File: config.mk
export PLATFORM = sky130hd
export DESIGN_NAME = apb_i2c_regif
export DESIGN_NICKNAME = d
export VERILOG_FILES = /design/src/rtl/apb_i2c_regif.sv
export SDC_FILE = /design/constraint.sdc
export NUM_CORES = 1
export LEC_CHECK = 0
export CAP_MARGIN = 25
export CELL_PAD_IN_SITES_DETAIL_PLACEMENT = 1
export CELL_PAD_IN_SITES_GLOBAL_PLACEMENT = 1
export CORE_ASPECT_RATIO = 0.5
export CORE_MARGIN = 3
export CORE_UTILIZATION = 41
export CTS_CLUSTER_SIZE = 10
export DETAILED_ROUTE_END_ITERATION = 12
export DONT_BUFFER_PORTS = 1
export PLACE_DENSITY = 0.81
export SYNTH_ARGS = -nofsm -noshare
export SYNTH_HDL_FRONTEND = slang
export SYNTH_SLANG_ARGS = --single-unit
File: constraint.sdc
create_clock -name CLK -period 1.8 [get_ports CLK]
set_input_delay 0.09 -clock CLK [delete_from_list [all_inputs] [get_ports CLK]]
set_output_delay 0.09 -clock CLK [all_outputs]
set_load 0.005 [all_outputs]
File: src/rtl/apb_i2c_regif.sv
// apb_i2c_regif: APB3 slave register front-end for i2c_bridge.
// Holds the bridge configuration (i2c_con1, i2c_con2, Din), returns status and
// captured receive data, inserts WAIT_STATES wait cycles per transfer, clears
// the enable bit once the bridge reports busy and snapshots Dout when a
// transfer completes.
// Optional feature macro: APB_I2C_IRQ_EN (transfer-done flag, mask register at
// word address 5 and the irq output). Without it irq is 0 and address 5 errors.
module apb_i2c_regif #(
    parameter int ADDR_W      = 5,
    parameter int WAIT_STATES = 1,
    parameter int BUSY_BIT    = 7
) (
    input  logic              CLK,
    input  logic              RST,
    input  logic              PSEL,
    input  logic              PENABLE,
    input  logic              PWRITE,
    input  logic [ADDR_W-1:0] PADDR,
    input  logic [31:0]       PWDATA,
    output logic [31:0]       PRDATA,
    output logic              PREADY,
    output logic              PSLVERR,
    output logic [7:0]        i2c_con1,
    output logic [7:0]        i2c_con2,
    output logic [31:0]       Din,
    input  logic [31:0]       Dout,
    input  logic [7:0]        i2c_stat,
    output logic              irq
);

    typedef enum logic [1:0] {
        ST_IDLE = 2'd0,
        ST_WAIT = 2'd1,
        ST_RESP = 2'd2
    } state_t;

    localparam logic [2:0] WAIT_LOAD  = 3'(WAIT_STATES);
    localparam logic [2:0] SEL_CON1   = 3'd0;
    localparam logic [2:0] SEL_CON2   = 3'd1;
    localparam logic [2:0] SEL_TXDATA = 3'd2;
    localparam logic [2:0] SEL_RXDATA = 3'd3;
    localparam logic [2:0] SEL_STAT   = 3'd4;
`ifdef APB_I2C_IRQ_EN
    localparam logic [2:0] SEL_IRQ    = 3'd5;
`endif

    state_t      state_r;
    logic [2:0]  cnt_r;
    logic [31:0] prdata_r;
    logic        pready_r;
    logic        pslverr_r;
    logic [7:0]  con1_r;
    logic [7:0]  con2_r;
    logic [31:0] din_r;
    logic [31:0] rx_hold_r;
    logic        prev_busy_r;

    logic [2:0]  sel_s;
    logic        busy_s;
    logic        fall_s;
    logic        commit_s;
    logic [31:0] rd_data_s;
    logic        acc_err_s;
    logic [31:0] resp_data_s;
    logic        addr_unused_s;

`ifdef APB_I2C_IRQ_EN
    logic        done_flag_r;
    logic        irq_mask_r;
    logic        irq_r;
    logic        irq_wr_s;
    logic        done_next_s;
    logic        mask_next_s;
`endif

    // Byte-lane bits of the address carry no meaning for word registers.
    assign addr_unused_s = ^PADDR[1:0];
    assign sel_s         = PADDR[4:2];
    assign busy_s        = i2c_stat[BUSY_BIT];
    assign fall_s        = prev_busy_r & ~busy_s;
    // A write commits only in the response cycle and only if it was accepted.
    assign commit_s      = (state_r == ST_RESP) & PSEL & PENABLE & PWRITE & ~pslverr_r;

    // Decode the addressed register: read value and whether the access errors.
    always_comb begin
        rd_data_s = 32'd0;
        acc_err_s = 1'b0;
        case (sel_s)
            SEL_CON1: begin
                rd_data_s = {24'd0, con1_r};
                acc_err_s = PWRITE & busy_s;
            end
            SEL_CON2: begin
                rd_data_s = {24'd0, con2_r};
                acc_err_s = PWRITE & busy_s;
            end
            SEL_TXDATA: begin
                rd_data_s = din_r;
                acc_err_s = PWRITE & busy_s;
            end
            SEL_RXDATA: begin
                rd_data_s = rx_hold_r;
                acc_err_s = PWRITE;
            end
            SEL_STAT: begin
                rd_data_s = {24'd0, i2c_stat};
                acc_err_s = PWRITE;
            end
`ifdef APB_I2C_IRQ_EN
            SEL_IRQ: begin
                rd_data_s = {30'd0, irq_mask_r, done_flag_r};
                acc_err_s = 1'b0;
            end
`endif
            default: begin
                rd_data_s = 32'd0;
                acc_err_s = 1'b1;
            end
        endcase
        if (acc_err_s || PWRITE) begin
            resp_data_s = 32'd0;
        end else begin
            resp_data_s = rd_data_s;
        end
    end

    // APB handshake FSM; response outputs are loaded on the edge entering RESP
    // so PREADY/PRDATA/PSLVERR come straight from flops.
    always_ff @(posedge CLK) begin
        if (RST) begin
            state_r   <= ST_IDLE;
            cnt_r     <= 3'd0;
            pready_r  <= 1'b0;
            pslverr_r <= 1'b0;
            prdata_r  <= 32'd0;
        end else begin
            case (state_r)
                ST_IDLE: begin
                    pready_r  <= 1'b0;
                    pslverr_r <= 1'b0;
                    prdata_r  <= 32'd0;
                    if (PSEL && !PENABLE) begin
                        if (WAIT_LOAD == 3'd0) begin
                            state_r   <= ST_RESP;
                            pready_r  <= 1'b1;
                            pslverr_r <= acc_err_s;
                            prdata_r  <= resp_data_s;
                        end else begin
                            state_r <= ST_WAIT;
                            cnt_r   <= WAIT_LOAD;
                        end
                    end
                end
                ST_WAIT: begin
                    if (!PSEL) begin
                        state_r <= ST_IDLE;
                        cnt_r   <= 3'd0;
                    end else if (PENABLE) begin
                        if (cnt_r <= 3'd1) begin
                            state_r   <= ST_RESP;
                            cnt_r     <= 3'd0;
                            pready_r  <= 1'b1;
                            pslverr_r <= acc_err_s;
                            prdata_r  <= resp_data_s;
                        end else begin
                            cnt_r <= cnt_r - 3'd1;
                        end
                    end
                end
                ST_RESP: begin
                    state_r   <= ST_IDLE;
                    cnt_r     <= 3'd0;
                    pready_r  <= 1'b0;
                    pslverr_r <= 1'b0;
                    prdata_r  <= 32'd0;
                end
                default: begin
                    state_r   <= ST_IDLE;
                    cnt_r     <= 3'd0;
                    pready_r  <= 1'b0;
                    pslverr_r <= 1'b0;
                    prdata_r  <= 32'd0;
                end
            endcase
        end
    end

    // CON1: an APB write beats the enable self-clear that busy would cause.
    always_ff @(posedge CLK) begin
        if (RST) begin
            con1_r <= 8'd0;
        end else if (commit_s && (sel_s == SEL_CON1)) begin
            con1_r <= PWDATA[7:0];
        end else if (busy_s) begin
            con1_r[1] <= 1'b0;
        end
    end

    // CON2 and TXDATA: plain writable configuration.
    always_ff @(posedge CLK) begin
        if (RST) begin
            con2_r <= 8'd0;
            din_r  <= 32'd0;
        end else begin
            if (commit_s && (sel_s == SEL_CON2)) begin
                con2_r <= PWDATA[7:0];
            end
            if (commit_s && (sel_s == SEL_TXDATA)) begin
                din_r <= PWDATA;
            end
        end
    end

    // Track busy and capture Dout when a bridge transfer finishes.
    always_ff @(posedge CLK) begin
        if (RST) begin
            prev_busy_r <= 1'b0;
            rx_hold_r   <= 32'd0;
        end else begin
            prev_busy_r <= busy_s;
            if (fall_s) begin
                rx_hold_r <= Dout;
            end
        end
    end

`ifdef APB_I2C_IRQ_EN
    assign irq_wr_s = commit_s & (sel_s == SEL_IRQ);

    // Next done flag (set beats write-1-clear) and next mask.
    always_comb begin
        done_next_s = done_flag_r;
        mask_next_s = irq_mask_r;
        if (fall_s) begin
            done_next_s = 1'b1;
        end else if (irq_wr_s && PWDATA[0]) begin
            done_next_s = 1'b0;
        end else begin
            done_next_s = done_flag_r;
        end
        if (irq_wr_s) begin
            mask_next_s = PWDATA[1];
        end else begin
            mask_next_s = irq_mask_r;
        end
    end

    // Done flag, mask and the registered interrupt line.
    always_ff @(posedge CLK) begin
        if (RST) begin
            done_flag_r <= 1'b0;
            irq_mask_r  <= 1'b0;
            irq_r       <= 1'b0;
        end else begin
            done_flag_r <= done_next_s;
            irq_mask_r  <= mask_next_s;
            irq_r       <= done_next_s & mask_next_s;
        end
    end

    assign irq = irq_r;
`else
    assign irq = 1'b0;
`endif

    assign PRDATA   = prdata_r;
    assign PREADY   = pready_r;
    assign PSLVERR  = pslverr_r;
    assign i2c_con1 = con1_r;
    assign i2c_con2 = con2_r;
    assign Din      = din_r;

endmodule

==> Word level (Yosys, flattened, before mapping) <==
Cells that the tools add are included.
{ "word_totals": {"input_bits": 82, "output_inout_bits": 83, "elab_cells": 61, "ff_bits": 120} }
{ "classes": {"bitwise_logic": 9, "n_addsub": 1, "n_reduce_logical": 15, "order_cmp": 1, "muxes": 15, "eq_ne": 9} }
{ "ops": {"columns": ["operator", "count"], "rows": [
  ["$pmux 32 s5", 1],
  ["$mux 32", 1],
  ["$mux 3", 4],
  ["$mux 2", 4],
  ["$and 1x1->1", 6],
  ["$eq 3x2->1 const B", 2],
  ["$ne 3x3->1 const B", 2],
  ["$pmux 3 s2", 1],
  ["$reduce_and 3->1", 2],
  ["$logic_and 1x1->1", 4],
  ["$pmux 2 s2", 1],
  ["$reduce_or 2->1", 2],
  ["$eq 3x1->1 const B", 1],
  ["$eq 3x3->1 const B", 1],
  ["$le 3x1->1 const B", 1],
  ["$logic_not 3->1", 1],
  ["$not 1->1", 3],
  ["$reduce_or 3->1", 1],
  ["$sub 3x1->3 const B", 1],
  ["$eq 2x1->1 const B", 1],
  ["$eq 2x2->1 const B", 1],
  ["$logic_not 2->1", 1],
  ["$mux 1", 2],
  ["$ne 2x2->1 const B", 1],
  ["5 further kinds", 5]
]} }

==> Longest topological paths before layout <==
Gate-level depths: netlist of the first run.
{ "logic_depth": {"depth_word": 7, "mapped_depth": 8, "depth_no_buf": 6} }

==> Worst setup path before layout of the first run <==
OpenSTA, ideal clock, no wires.
{ "synth_timing": {"path_kind": "register to register", "from": "register cnt_r[0]", "to": "register prdata_r[3] (netlist: PRDATA[3])", "arrival_time_ns": 1.636, "period_less_slack_ns": 1.697, "stages_incl_launch_ff": 7, "path_buffers": 1, "required_ns": 1.739, "slack_ns": 0.103, "path_cell_list": "dfxtp_1 -> ha_1 -> o21ba_2 -> or3_1 -> buf_6 -> nor4b_4 -> a32o_2"} }
{ "synth_between": {"elab_chain_len": 2} }
{ "synth_rtl": {"columns": ["element", "line_no", "text"], "rows": [
  ["from (decl)", "48", "logic [2:0] cnt_r;"],
  ["from (signal assigned)", "166", "cnt_r <= cnt_r - 3'd1;"],
  ["$le 3x1->1", "159", "if (cnt_r <= 3'd1) begin"],
  ["$reduce_and 3->1 (no source line)", null, null],
  ["to (signal assigned)", "147", "prdata_r <= resp_data_s;"],
  ["to (signal assigned)", "164", "prdata_r <= resp_data_s;"],
  ["to (decl)", "49", "logic [31:0] prdata_r;"]
]} }
No other way between the ends.
A chain may end at the register's enable or synchronous reset.

==> Worst setup path in the final report of the first run <==
{ "layout_timing": {"from": "register cnt_r[1]", "to": "register prdata_r[4] (netlist: PRDATA[4])"} }
The elaborated chain is that of the path after synthesis.

==> impl_metrics.env, run 1 <==
export IMPL_finalHoldViolations=0
export IMPL_slew_headroom=0.5554
export IMPL_cts_tree="yes"
export IMPL_p_sw_mw=1.484
export IMPL_seq_area_mm2=0.002405
export IMPL_r2r_end="PRDATA[4]"
export IMPL_cts_buffers=17
export IMPL_crit_start="cnt_r[1]"
export IMPL_cts_clk_slew_worst_paths_ns=0.06
export IMPL_cellLeakagePower_nw=2.337
export IMPL_synth_top_area_frac=0.4842
export IMPL_synth_avg_cell_area_um2=8.480
export IMPL_final_nets=731
export IMPL_fin_hold_ws_ns=0.01547
export IMPL_arrival_ns=2.06
export IMPL_initial_core_util=0.4358
export IMPL_max_stage_delay_ns=0.41
export IMPL_drive_gt1_frac=0.1470
export IMPL_min_period_over_period=0.9493
export IMPL_viasPerCell=5.641
export IMPL_worst_pin_slew_ns=0.6656
export IMPL_synth_most_common_cell="nand2_1"
export IMPL_routedWlPerCell_um=20.90
export IMPL_fp_row_count=27
export IMPL_dominantRegCellSynth="dfxtp_1"
export IMPL_setup_viol=0
export IMPL_area_growth_pct=30.62
export IMPL_start_kind="flop"
export IMPL_ant_nets=0
export IMPL_yosys_area_top_type="dfxtp_1"
export IMPL_required_ns=2.15
export IMPL_ff2ff_path_depth=7
export IMPL_period_minus_slack_ns=1.709
export IMPL_vdd_drop_max_mv=0.5593
export IMPL_grt_pass1_wl_um=26820
export IMPL_first_iter_violations=284
export IMPL_intPower_mw=5.097
export IMPL_io_pins=165
export IMPL_run_status="complete, no violations"
export IMPL_firstDrtPassIters=4
export IMPL_pwr_share_comb=0.063
export IMPL_ys_seq_area_frac=0.4842
export IMPL_drc=0
export IMPL_critical_path_class="reg -> reg"
export IMPL_critical_path_slowest_cell="or3_4"
export IMPL_critical_path_depth=7
export IMPL_critical_path_top_delay_family="simple AND/OR/NAND/NOR gates"
export IMPL_netSwitchingFraction=0.2255
export IMPL_clockPowerShare=0.526
export IMPL_finClkSkew_ns=0.006038
export IMPL_die_area_mm2=0.01354
export IMPL_synthDistinctLibCells=44
export IMPL_drt_total_wl_um=17120
export IMPL_ys_top_cells_by_area="dfxtp_1 (48%), nand2_1 (12%), a21oi_1 (9.1%)"
export IMPL_seqPwrFrac=0.411
export IMPL_synth_common_cells="nand2_1 (159), dfxtp_1 (120), a21oi_1 (90), mux2_2 (32), clkbuf_1 (31)"
export IMPL_ys_seq_elements=120
export IMPL_dp_hpwl_um=10030
export IMPL_hold_class="in -> reg"
export IMPL_critPathCapture="PRDATA[4]"
export IMPL_vias=4620
export IMPL_antenna_found_initial=0
export IMPL_syn_inst=585
export IMPL_grt_util_all_layers=0.2524
export IMPL_maxCapViolCount=0
export IMPL_gr_total_overflow=0
export IMPL_crit_buf_inv=2
export IMPL_clock_sinks=120
export IMPL_die_h_um=83.78
export IMPL_syn_cell_area_mm2=0.004961
export IMPL_fillerInstances=1298
export IMPL_coreArea_mm2=0.01138
export IMPL_rsz0062_at_grt="false"
export IMPL_clockBufferDepth=2
export IMPL_syn_nets=669
export IMPL_multi_input_area_mm2=0.002369
export IMPL_clock_latency_ns=0.41
export IMPL_end_kind="flop"
export IMPL_n_antenna_cell=0
export IMPL_gp_congestion=0.7872
export IMPL_power_density_mw_per_mm2=1016
export IMPL_synth_edf_count=0
export IMPL_crit_chain="inv_2 -> ha_1 -> o21ba_4 -> or3_4 -> nor4b_4 -> buf_6 -> a32o_2"
export IMPL_crit_fanout=8
export IMPL_grt_start_max_net_pins=87
export IMPL_port_buffers=0
export IMPL_ys_async_sr_fraction=0
export IMPL_timing_rr_start="cnt_r[1]"
export IMPL_fmax_mhz=585.2
export IMPL_grt_pass1_vias=4924
export IMPL_fp_dieW_um=161.6
export IMPL_yosysWarnings=0
export IMPL_cts_htree_levels=4
export IMPL_cts_root_buf="clkbuf_16"
export IMPL_slew_violations=0
export IMPL_ff2ff_setup_slack_ns=0.09
export IMPL_tns_ns=0
==> per-stage QoR <==
step                instance area, um^2  utilization  setup WS [ns]  instances  total power [mW]
floorplan                          4961            -         0.1031        585             2.960
global placement                   5114       0.4492         0.1167        714             2.969
CTS                                6432       0.5650        0.05389        816             6.607
global route                       6480       0.5692      0.0007174        819             6.815
detailed placement                 5114       0.4492       0.003278        714             2.976
finish                             6480       0.5692        0.09128        819             6.581
==> timing repair <==
action | CTS | global route
setup endpoints to repair | 1 | 23
hold buffers | 70 | 0
hold endpoints to repair | 95 | 0
gates cloned | 0 | 0
setup buffers | 0 | 3
resized for setup | 1 | 9
pin swaps | 0 | 3
==> power by group through the flow <==
stage	combinational [mW]	sequential, mW	clock, mW
floorplan	0.206	2.75	0
global placement	0.212	2.76	0
detailed placement	0.217	2.76	0
CTS	0.397	2.70	3.51
global route	0.445	2.71	3.67
finish	0.414	2.70	3.46
==> routing by layer <==
layer	vias up	global-route usage	routed length [um]
li1	2153	-	-
met1	2292	0.2884	6994
met5	-	0	0
met3	17	0.08573	1398
met2	158	0.4488	8572
met4	0	0.07338	150
==> sequential cells by signal, indices dropped and copies added (netlist names) <==
| signal | flops |
|---|---|
| PRDATA | 32 |
| state_r | 2 |
| Din | 32 |
| PSLVERR | 1 |
| rx_hold_r | 32 |
| i2c_con1 | 8 |
| cnt_r | 3 |
| PREADY | 1 |
| prev_busy_r | 1 |
| i2c_con2 | 8 |
==> worst register-to-register path, delay by kind of cell (launching register included) <==
family,cells,cell delay (ns)
compound gates,2,0.28
flops,1,0.32
buf+inv,2,0.21
fa+ha+maj,1,0.13
simple gates,2,0.70
==> worst min-delay path by stage <==
stage / startpoint / endpoint / depth (start not counted)
finish: PADDR[4] / PRDATA[7] / 2
floorplan: PENABLE / state_r[0] / 1
CTS: PADDR[4] / PRDATA[7] / 2
global placement: RST / Din[28] / 1
detailed placement: RST / Din[28] / 1
global route: PADDR[4] / PRDATA[7] / 2
==> logic make-up (layout without fill, tap and decap cells) <==
logic type	after synthesis	in the layout	synth area share
AO/OA/AOI/OAI	135	135	0.1629
AND/OR/NAND/NOR	226	226	0.1970
flip-flops	120	120	0.4842
other	1	1	0.0007559
adder cells (fa/ha/maj)	2	2	0.005043
buffers and inverters	52	127	0.04338
multiplexers	48	48	0.1049
XOR/XNOR	1	1	0.001766
==> placed cells by master (no fill, tap or decap), types with 3 or more instances in the layout <==
| master | n |
|---|---|
| a22oi_1 | 16 |
| a32o_1 | 3 |
| nand2_1 | 159 |
| bufinv_16 | 3 |
| nor2_1 | 19 |
| nand3_1 | 25 |
| clkinvlp_4 | 3 |
| mux2_2 | 32 |
| a21oi_1 | 90 |
| clkinv_2 | 4 |
| o22ai_1 | 9 |
| a32o_2 | 5 |
| dlygate4sd3_1 | 69 |
| buf_4 | 15 |
| nor2b_1 | 4 |
| clkbuf_16 | 17 |
| inv_1 | 5 |
| dfxtp_1 | 118 |
| mux2i_1 | 16 |
==> layout make-up <==
cell class | instances | area share
clock buffer | 20 | 0.06893
inverter | 6 | 0.003476
tap | 159 | 0.03070
multi-input combinational | 413 | 0.3655
clock inverter | 12 | 0.02317
sequential | 120 | 0.3711
timing repair buffer | 89 | 0.1371
Note: power is estimated with default switching activity, not from simulation.
==> inputs of run 2 (changes only) <==
--- a/config.mk
+++ b/config.mk
@@ -14,7 +14,7 @@
 export CTS_CLUSTER_SIZE = 10
 export DETAILED_ROUTE_END_ITERATION = 12
 export DONT_BUFFER_PORTS = 1
-export PLACE_DENSITY = 0.81
+export PLACE_DENSITY = 0.83
 export SYNTH_ARGS = -nofsm -noshare
 export SYNTH_HDL_FRONTEND = slang
 export SYNTH_SLANG_ARGS = --single-unit
==> impl_metrics.env, run 2 (synthesis gave the netlist of run 1 again) <==
export IMPL_dpl_cell_count=714
export IMPL_grt_util_all_layers=0.2492
export IMPL_period_minus_slack_ns=1.792
export IMPL_crit_fanout=3
export IMPL_required_ns=2.11
export IMPL_finClkSkew_ns=0.007407
export IMPL_arrival_ns=2.10
export IMPL_cts_htree_levels=4
export IMPL_setup_viol=0
export IMPL_rsz0062_at_grt="true"
export IMPL_fillerInstances=1325
export IMPL_power_density_mw_per_mm2=1042
export IMPL_grt_pass1_wl_um=26990
export IMPL_run_status="complete, but fails checks"
export IMPL_maxCapViolCount=0
export IMPL_fin_area_mm2=0.006499
export IMPL_die_area_mm2=0.01354
export IMPL_routedWlPerCell_um=20.66
export IMPL_initial_core_util=0.4358
export IMPL_firstDrtPassIters=4
export IMPL_dpl_cell_area_mm2=0.005114
export IMPL_final_nets=729
export IMPL_coreArea_mm2=0.01138
export IMPL_viasPerCell=5.606
export IMPL_fmax_mhz=558.1
export IMPL_n_antenna_cell=0
export IMPL_vdd_drop_max_mv=0.6918
export IMPL_port_buffers=0
export IMPL_layout_common_cells="nand2_1 (159), dfxtp_1 (119), a21oi_1 (90)"
export IMPL_crit_buf_inv=1
export IMPL_cellLeakagePower_nw=2.344
export IMPL_grt_pass1_vias=5096
export IMPL_drive_gt1_frac=0.1413
export IMPL_fp_row_count=27
export IMPL_ff2ff_setup_slack_ns=0.008
export IMPL_gp_congestion=0.7784
export IMPL_gr_total_overflow=0
export IMPL_end_kind="flop"
export IMPL_critical_path_top_delay_family="compound AO/OA/AOI/OAI gates"
export IMPL_critical_path_slowest_cell="or4_1"
export IMPL_io_pins=165
export IMPL_max_stage_delay_ns=0.47
export IMPL_start_kind="flop"
export IMPL_preCtsSetupSlack_ns=0.07765
export IMPL_fin_total_pwr_mw=6.775
export IMPL_cts_tree="yes"
export IMPL_area_growth_pct=31.00
export IMPL_slew_violations=0
export IMPL_fp_dieW_um=161.6
export IMPL_fin_ws_ns=0.008107
export IMPL_antenna_found_initial=0
export IMPL_die_h_um=83.78
export IMPL_violations="hold timing"
export IMPL_clock_sinks=120
export IMPL_ant_nets=0
export IMPL_critical_path_class="reg -> reg"
export IMPL_cts_post_setup_buffers_inserted=0
export IMPL_first_iter_violations=295
export IMPL_dp_hpwl_um=10020
export IMPL_cts_root_buf="clkbuf_16"
export IMPL_cts_buffers=17
export IMPL_worst_pin_slew_ns=0.6161
export IMPL_clock_latency_ns=0.40
export IMPL_hold_class="in -> reg"
export IMPL_slew_headroom=0.5884
export IMPL_final_common_cell="nand2_1"
export IMPL_crit_chain="inv_1 -> ha_1 -> o21ba_2 -> o21ai_0 -> or4_1 -> a311oi_2"
export IMPL_min_period_over_period=0.9955
export IMPL_final_cells=817
export IMPL_cts_clk_slew_worst_paths_ns=0.06
export IMPL_grt_start_max_net_pins=87
export IMPL_fin_hold_ws_ns=-0.01283
export IMPL_drt_total_wl_um=16880
export IMPL_vias=4580
export IMPL_clockBufferDepth=2
export IMPL_drc=0
export IMPL_finalHoldViolations=1
==> run 2: what timing repair did <==
action	CTS	global route
resized for setup	0	5
hold endpoints to repair	95	1
hold buffers	70	1
setup endpoints to repair	0	32
==> run 2: layout make-up <==
| cell class | instances | area [um^2] | area share |
|---|---|---|---|
| clock buffer | 19 | 432.9 | 0.06662 |
| clock inverter | 13 | 202.7 | 0.03119 |
| inverter | 6 | 22.52 | 0.003466 |
| multi-input combinational | 413 | 2370 | 0.3647 |
| sequential | 120 | 2404 | 0.3699 |
| tap | 159 | 198.9 | 0.03061 |
| timing repair buffer | 87 | 868.3 | 0.1336 |
==> run 2: per-layer routing <==
layer	vias to the layer above	share of wire	track usage
met5	-	0	0
met4	0	0.0092	0.07182
met3	17	0.079	0.08622
met2	152	0.51	0.4499
met1	2269	0.40	0.2785
li1	2142	-	-
==> run 2: worst paths after layout <==
path / startpoint / end / cells past startpoint
setup / recovery: cnt_r[1] / cnt_r[0] / 6
hold / removal: PENABLE / cnt_r[2] / 2
setup reg to reg: cnt_r[1] / cnt_r[0] / 6
hold reg to reg: rx_hold_r[26] / rx_hold_r[26] / 2
==> run 2: where the power goes <==
part	total (mW)	switching [mW]	internal (mW)
combinational	0.406	0.209	0.197
sequential	2.70	0.0173	2.69
clock	3.67	1.22	2.45
total	6.77	1.44	5.33
==> run 2: worst register-to-register path: stages (launching register included) <==
cell	delay, ns
dfxtp_1	0.33
inv_1	0.07
ha_1	0.18
o21ba_2	0.30
o21ai_0	0.16
or4_1	0.47
a311oi_2	0.20
==> run 2: per-stage QoR <==
step | utilization | setup TNS, ns
detailed placement | 0.4492 | 0
global route | 0.5708 | -0.3618
finish | 0.5708 | 0
global placement | 0.4492 | 0
CTS | 0.5681 | 0
floorplan | - | 0
==> inputs of run 3 (changes only) <==
--- a/config.mk
+++ b/config.mk
@@ -14,7 +14,8 @@
 export CTS_CLUSTER_SIZE = 10
 export DETAILED_ROUTE_END_ITERATION = 12
 export DONT_BUFFER_PORTS = 1
-export PLACE_DENSITY = 0.83
+export PLACE_DENSITY = 0.8
+export SLEW_MARGIN = 5
 export SYNTH_ARGS = -nofsm -noshare
 export SYNTH_HDL_FRONTEND = slang
 export SYNTH_SLANG_ARGS = --single-unit
==> impl_metrics.env, run 3 (synthesis gave the netlist of run 1 again) <==
export IMPL_hold_path_end="PRDATA[6]"
export IMPL_worst_pin_slew_ns=0.6722
export IMPL_antenna_found_initial=0
export IMPL_grt_util_all_layers=0.2477
export IMPL_firstDrtPassIters=7
export IMPL_cellLeakagePower_nw=2.296
export IMPL_final_cells=815
export IMPL_fmax_mhz=570.7
export IMPL_vdd_drop_max_mv=0.5394
export IMPL_dpl_cell_count=714
export IMPL_clockBufferDepth=2
export IMPL_r2r_end="cnt_r[0]"
export IMPL_fin_total_pwr_mw=6.427
export IMPL_wl_met2_um=8252
export IMPL_hold_class="in -> reg"
export IMPL_drc=0
export IMPL_die_area_mm2=0.01354
export IMPL_drt_total_wl_um=16610
export IMPL_required_ns=2.11
export IMPL_end_kind="flop"
export IMPL_final_nets=728
export IMPL_ant_nets=0
export IMPL_layout_common_cells="nand2_1 (159), dfxtp_1 (120), a21oi_1 (90)"
export IMPL_initial_core_util=0.4358
export IMPL_clock_sinks=120
export IMPL_vias=4534
export IMPL_n_antenna_cell=0
export IMPL_run_status="complete, no violations"
export IMPL_grt_pass1_wl_um=26680
export IMPL_coreArea_mm2=0.01138
export IMPL_ff2ff_path_depth=6
export IMPL_viasPerCell=5.563
export IMPL_slew_headroom=0.5510
export IMPL_final_common_cell="nand2_1"
export IMPL_min_period_over_period=0.9734
export IMPL_slew_violations=0
export IMPL_finClkSkew_ns=0.009529
export IMPL_fp_dieW_um=161.6
export IMPL_ff2ff_setup_slack_ns=0.05
export IMPL_cts_root_buf="clkbuf_16"
export IMPL_gr_total_overflow=0
export IMPL_critical_path_slowest_cell="or4_1"
export IMPL_cts_clk_slew_worst_paths_ns=0.05
export IMPL_timing_rr_start="cnt_r[1]"
export IMPL_maxCapViolCount=0
export IMPL_io_pins=165
export IMPL_rsz0062_at_grt="false"
export IMPL_clock_latency_ns=0.40
export IMPL_crit_chain="inv_1 -> ha_1 -> o21ba_2 -> o21ai_1 -> or4_1 -> a311oi_1"
export IMPL_start_kind="flop"
export IMPL_port_buffers=0
export IMPL_cts_post_setup_buffers_inserted=0
export IMPL_drive_gt1_frac=0.1402
export IMPL_power_density_mw_per_mm2=1001
export IMPL_highest_layer="met4"
export IMPL_wl_met3_um=999
export IMPL_worstHoldPathCells=2
export IMPL_grt_start_max_net_pins=87
export IMPL_arrival_ns=2.06
export IMPL_routedWlPerCell_um=20.38
export IMPL_area_growth_pct=29.46
export IMPL_tns_ns=0
export IMPL_cts_buffers=17
export IMPL_fin_hold_ws_ns=0.01241
export IMPL_cts_htree_levels=4
export IMPL_dp_hpwl_um=9787
export IMPL_holdCritStartpoint="PADDR[4]"
export IMPL_critical_path_class="reg -> reg"
export IMPL_max_stage_delay_ns=0.45
export IMPL_met1_length_um=7095
export IMPL_die_h_um=83.78
export IMPL_grt_pass1_vias=4935
export IMPL_fp_row_count=27
export IMPL_gp_congestion=0.8036
export IMPL_first_iter_violations=254
export IMPL_period_minus_slack_ns=1.752
export IMPL_crit_fanout=3
export IMPL_cts_tree="yes"
export IMPL_final_core_util=0.5641
export IMPL_finalHoldViolations=0
export IMPL_setup_viol=0
run 3: cell type report:
class,count,area (um^2)
Multi-Input combinational cell,413,2374
Timing Repair Buffer,86,854.6
Fill cell,1293,4962
Clock buffer,19,442.9
Clock inverter,12,127.6
Inverter,6,22.52
Tap cell,159,198.9
Sequential cell,120,2402
run 3: worst max-delay path, delay by kind of cell (launching register included):
kind            cells  cell delay [ns]
simple gates        1             0.45
fa+ha+maj           1             0.17
buf+inv             1             0.08
compound gates      3             0.63
flops               1             0.33
run 3: worst max-delay path by stage:
| stage | cells after the start | slack, ns | from | end |
|---|---|---|---|---|
| after floorplan | 6 | 0.10 | cnt_r[0] | PRDATA[3] |
| after global placement | 7 | 0.13 | cnt_r[1] | PRDATA[5] |
| after detailed placement | 7 | 0.07 | cnt_r[1] | PRDATA[4] |
| after CTS | 6 | 0.02 | cnt_r[1] | cnt_r[0] |
| after global routing | 7 | 0.01 | cnt_r[1] | PRDATA[1] |
| final | 6 | 0.05 | cnt_r[1] | cnt_r[0] |
run 3: per-stage QoR:
stage                     area [um^2]  setup slack [ns]
after floorplan                  4961            0.1031
after detailed placement         5114           0.07460
after global routing             6422           0.01428
after global placement           5114            0.1347
after CTS                        6402           0.01508
final                            6422           0.04785
run 3: metal layers:
metal | up-vias | GRT usage
met2 | 127 | 0.4385
met3 | 24 | 0.07235
met1 | 2246 | 0.2900
met5 | - | 0
li1 | 2137 | -
met4 | 0 | 0.07650
run 3: where the power goes:
group	internal (mW)	switching, mW
sequential	2.69	0.0166
clock	2.06	1.26
combinational	0.196	0.206
total	4.94	1.48
run 3: repair_timing:
item | in CTS | in global routing
hold buffers | 70 | 0
endpoints found under the setup margin | 0 | 73
endpoints found under the hold margin | 95 | 0
resized for setup | 0 | 5
